File: src/rtl/adc_spi_capture_pkg.sv
// adc_spi_capture_pkg: shared state encoding, default parameters and width helper
package adc_spi_capture_pkg;

    typedef enum logic [1:0] {
        IDLE  = 2'd0,
        SHIFT = 2'd1,
        DONE  = 2'd2,
        QUIET = 2'd3
    } state_t;

    localparam int CLK_DIV_DEF      = 4;
    localparam int FRAME_BITS_DEF   = 16;
    localparam int DATA_W_DEF       = 12;
    localparam int QUIET_CYCLES_DEF = 8;

    function automatic int cw(input int n);
        return (n <= 2) ? 1 : $clog2(n);
    endfunction

endpackage

File: src/rtl/adc_spi_capture_sclk_gen.sv
// sclk_gen: SCLK divider that idles high and flags each 0->1 toggle as the sample strobe
module sclk_gen
    import adc_spi_capture_pkg::*;
#(
    parameter int CLK_DIV = CLK_DIV_DEF
) (
    input  logic clk,
    input  logic rst_n,
    input  logic en_i,
    output logic sclk_o,
    output logic rise_tick_o
);
    localparam int DW = cw(CLK_DIV);

    logic [DW-1:0] div_q, div_d;
    logic          sclk_q, sclk_d;
    logic          tc;

    // terminal count toggles sclk; disabled divider parks at zero with sclk high
    always_comb begin
        tc          = en_i && (div_q == DW'(CLK_DIV - 1));
        div_d       = (!en_i || tc) ? '0 : div_q + DW'(1);
        sclk_d      = !en_i ? 1'b1 : (tc ? ~sclk_q : sclk_q);
        rise_tick_o = tc && !sclk_q;
    end

    // divider and sclk registers
    always_ff @(posedge clk or negedge rst_n) begin
        if (!rst_n) begin
            div_q  <= '0;
            sclk_q <= 1'b1;
        end else begin
            div_q  <= div_d;
            sclk_q <= sclk_d;
        end
    end

    assign sclk_o = sclk_q;

endmodule

File: src/rtl/adc_spi_capture.sv
// adc_spi_capture: SPI ADC frame capture with parallel result and one-cycle enable strobe
module adc_spi_capture
    import adc_spi_capture_pkg::*;
#(
    parameter int CLK_DIV      = CLK_DIV_DEF,
    parameter int FRAME_BITS   = FRAME_BITS_DEF,
    parameter int DATA_W       = DATA_W_DEF,
    parameter int QUIET_CYCLES = QUIET_CYCLES_DEF
) (
    input  logic              clk,
    input  logic              reset,
    input  logic              start,
    input  logic              sdata,
    output logic              cs_n,
    output logic              sclk,
    output logic [DATA_W-1:0] datos,
    output logic              enable,
    output logic              busy
);
    localparam int BW = cw(FRAME_BITS + 1);
    localparam int QW = cw(QUIET_CYCLES + 1);

    state_t            state_q, state_d;
    logic [BW-1:0]     bit_q, bit_d;
    logic [QW-1:0]     quiet_q, quiet_d;
    logic [DATA_W-1:0] shift_q, shift_d;
    logic [DATA_W-1:0] datos_q, datos_d;
    logic              rise;

    sclk_gen #(.CLK_DIV(CLK_DIV)) u_sclk (
        .clk        (clk),
        .rst_n      (reset),
        .en_i       (state_q == SHIFT),
        .sclk_o     (sclk),
        .rise_tick_o(rise)
    );

    // frame sequencing; the shift register keeps only DATA_W bits so header bits fall off the top
    always_comb begin
        state_d = state_q;
        bit_d   = bit_q;
        quiet_d = quiet_q;
        shift_d = shift_q;
        datos_d = datos_q;
        case (state_q)
            IDLE: begin
                bit_d   = '0;
                quiet_d = '0;
                state_d = start ? SHIFT : IDLE;
            end
            SHIFT: begin
                if (rise) begin
                    shift_d = (shift_q << 1) | DATA_W'(sdata);
                    bit_d   = bit_q + BW'(1);
                    if (bit_q == BW'(FRAME_BITS - 1)) begin
                        state_d = DONE;
                        datos_d = shift_d;
                    end
                end
            end
            DONE: state_d = QUIET;
            QUIET: begin
                quiet_d = quiet_q + QW'(1);
                state_d = (quiet_q == QW'(QUIET_CYCLES - 1)) ? IDLE : QUIET;
            end
            default: state_d = IDLE;
        endcase
    end

    // state, counters, shift and result registers; reset discards any partial frame
    always_ff @(posedge clk or negedge reset) begin
        if (!reset) begin
            state_q <= IDLE;
            bit_q   <= '0;
            quiet_q <= '0;
            shift_q <= '0;
            datos_q <= '0;
        end else begin
            state_q <= state_d;
            bit_q   <= bit_d;
            quiet_q <= quiet_d;
            shift_q <= shift_d;
            datos_q <= datos_d;
        end
    end

    assign cs_n   = (state_q != SHIFT);
    assign enable = (state_q == DONE);
    assign busy   = (state_q != IDLE);
    assign datos  = datos_q;

endmodule

File: config.mk
export PLATFORM = sky130hd
export DESIGN_NAME = adc_spi_capture
export DESIGN_NICKNAME = d
export VERILOG_FILES = /design/src/rtl/adc_spi_capture_pkg.sv /design/src/rtl/adc_spi_capture_sclk_gen.sv /design/src/rtl/adc_spi_capture.sv
export SDC_FILE = /design/constraint.sdc
export NUM_CORES = 1
export LEC_CHECK = 0
export ABC_CLOCK_PERIOD_IN_PS = 2100
export BUFFER_PORTS_ARGS = -buffer_cell sky130_fd_sc_hd__buf_2
export CAP_MARGIN = 20
export CORE_MARGIN = 2
export CORE_UTILIZATION = 48
export DETAILED_ROUTE_END_ITERATION = 10
export PLACE_DENSITY_LB_ADDON = 0.25
export SLEW_MARGIN = 20
export SYNTH_ARGS = -nofsm -noshare
export SYNTH_HDL_FRONTEND = slang
export SYNTH_SLANG_ARGS = --single-unit
File: constraint.sdc
create_clock -name clk -period 2.1 [get_ports clk]
set_input_delay 0.42 -clock clk [delete_from_list [all_inputs] [get_ports clk]]
set_output_delay 0.42 -clock clk [all_outputs]
set_load 0.05 [all_outputs]
==> impl_metrics.ini <==
[outcome]
outcome = finished clean

[sta]
period_share_pct = 89.2
slew_headroom_pct = 46.9
finClkSkew_ps = 9.19
fin_ws_ps = 226
drv_slew = 0
hold_violations = 0
max_slew.worst_pin.slew_ps = 796
fmax_ghz = 0.534
rsz0062_at_grt = false
final.setup.tns_ps = 0
post-route-min-period_ps = 1870
setup_viol_count_final = 0

[worst_setup_path]
cp.required_ps = 1680
crit_top_cell = inv_1
crit_fanout = 5
rr_worst_depth = 6
path_delay_family = buffers and inverters
rrSetupSlack_ps = 290
r2r_start = bit_q[0]
cp.buffers_inverters = 3
crit_type = reg -> out
r2r_end = datos[6]
crit_slowest_cell = dfrtp_1
critPathCaptureType = output pin
cp-start-kind = flip-flop
cp_slowest_stage_delay_ps = 430
path_cells = inv_1 > ha_1 > inv_1 > buf_2
cp_data_arrival_time_ps = 1450

[yosys]
syn_avg_cell_area_um2 = 13.3
netlist_area_um2 = 1660
ys_seq_area_share_pct = 56.0
yosys.area.top_type_share_pct = 54.4
synth-edff-count = 0
ys.flop_type = dfrtp_1
yosysTopAreaCell = dfrtp_1
synthTopCellsByArea = dfrtp_1, mux2_2, mux2_4
ys_warn_count = 0
synth-async-reset-ratio_pct = 100
ys_types = 32
syn-num-nets = 137
netlist_instances = 125
ys_seq_elements = 37

[pwr]
comb_power_share_pct = 2.3
swShare_pct = 20.0
peakVddDrop_v = 0.000330
static-leakage-power_nw = 0.992
p_clk_share_pct = 37.9
power_density_nw_per_um2 = 652
p_sw_w = 0.000243
internal_power_w = 0.000971
pwr-share-seq_pct = 59.7

[placed_design]
gp_congestion = 0.703
placedInstanceArea_um2 = 1790
port_buffers = 19
dp.cells = 187
dpl.hpwl_um = 1910
place_ws_ps = 283

[floorplan]
fp.coreArea_um2 = 3340
dieArea_um2 = 3940
io_pins = 20
rows = 21
start_util_pct = 49.6
die_w_um = 62.7
dieHeight_um = 62.7

[global_routing]
gr-usage-all-layers_pct = 15.6
grt_max_degree = 38
grt_overflow_total = 0
antenna_found_initial = 0
grt_pass1_vias = 1058
grt_pass1_wl_um = 4790

[clock_network]
clock-root-buffer = clkbuf_4
htree_levels = 2
insertion_delay_ps = 330
postCtsSetupBuffers = 0
cts_hold_buffers = 0
cts_buffers = 5
cts_resized = 0
clockBufferDepth = 2
cts.sinks = 37
clk_pin_slew_worst_paths_ps = 110
cts_tree = done

[layout]
area_delta_synth_final_pct = 12.5
n_antenna_cell = 0
layout_commonest_cell = dfrtp_1
layout-drive-gt1-share_pct = 37.8
nets = 160
nFillCells = 292
fin_area_um2 = 1860
instances_no_fill = 194
final_cell_mix = dfrtp_1, buf_2, mux2_2

[detailed_routing]
dr.first_iter.drc_count = 44
drc = 0
firstDrtPassIters = 4
routed_wl_um = 2650
vias = 977
vias_per_cell = 5.04
ant_nets = 0
routedWlPerCell_um = 13.7

[hold_path]
hold_class = in -> async

[flow_run]
timing.max_cap.violations = 0
==> worst max path at each step <==
stage                to  slack (ps)  depth (start not counted)       start
2_1_floorplan  datos[0]         200                          6  state_q[0]
3_3_place_gp   datos[5]         340                          6    bit_q[0]
3_5_place_dp   datos[6]         280                          6    bit_q[0]
4_1_cts            cs_n         200                          4  state_q[1]
5_1_grt            cs_n         100                          4  state_q[1]
6_report           busy         230                          4  state_q[0]
==> power groups by stage <==
stage	sequential (W)	combinational [W]	clock, W
after floorplan	0.000741	0.00000761	0
after global placement	0.000739	0.0000285	0
after detailed placement	0.000740	0.0000299	0
after CTS	0.000726	0.0000300	0.000478
after global routing	0.000727	0.0000333	0.000516
final	0.000726	0.0000283	0.000461
==> through the flow <==
stage                     hold WS, ps  total power [W]  utilization [%]
final                             167          0.00121             55.9
after CTS                         186          0.00123             55.9
after global routing              225          0.00128             55.9
after detailed placement          423         0.000770             53.7
after floorplan                   124         0.000749                -
after global placement            419         0.000767             53.7
==> area by class of cell <==
| type | instances | area (um2) | share of cell area, % |
|---|---|---|---|
| Clock buffer | 5 | 37.5 | 2.01 |
| Clock inverter | 2 | 35.0 | 1.88 |
| Inverter | 6 | 22.5 | 1.21 |
| Multi-Input combinational cell | 77 | 674 | 36.2 |
| Sequential cell | 37 | 927 | 49.7 |
| Tap cell | 46 | 57.6 | 3.09 |
| Timing Repair Buffer | 21 | 110 | 5.91 |
==> routing by layer <==
layer / track usage [%] / wire [um]
met1: 19.5 / 1220
met2: 25.9 / 1300
met3: 3.24 / 94
met4: 7.50 / 36
met5: 0 / 0
==> worst reg2reg max path: stages (launching register included) <==
cell and delay [ps]:
dfrtp_1 420, ha_1 220, and3_1 140, ha_1 190
nand3b_2 110, or2_4 280, mux2_2 360
==> cells by family after synthesis <==
group	Yosys count	share of synthesized area, %
fa+ha+maj	8	6.04
flops	37	56.0
compound gates	12	4.68
mux	25	19.3
buf+inv	11	3.32
simple gates	30	9.67
xor+xnor	2	1.06
==> state kept, by name (all words and copies together), names as in the netlist <==
register / cells
bit_q: 5
datos: 12
quiet_q: 4
shift_q: 11
state_q: 2
u_sclk.div_q: 2
u_sclk.sclk_o: 1
==> cells in the mapped netlist, types with 2 or more instances <==
cell type,number
a22o_1,2
buf_2,2
dfrtp_1,36
ha_1,8
inv_1,6
mux2_2,15
mux2_4,10
nand2_1,7
nand3_1,6
nand3b_1,2
nor2_1,6
o21ai_0,5
Note: power is estimated with default switching activity, not from simulation.
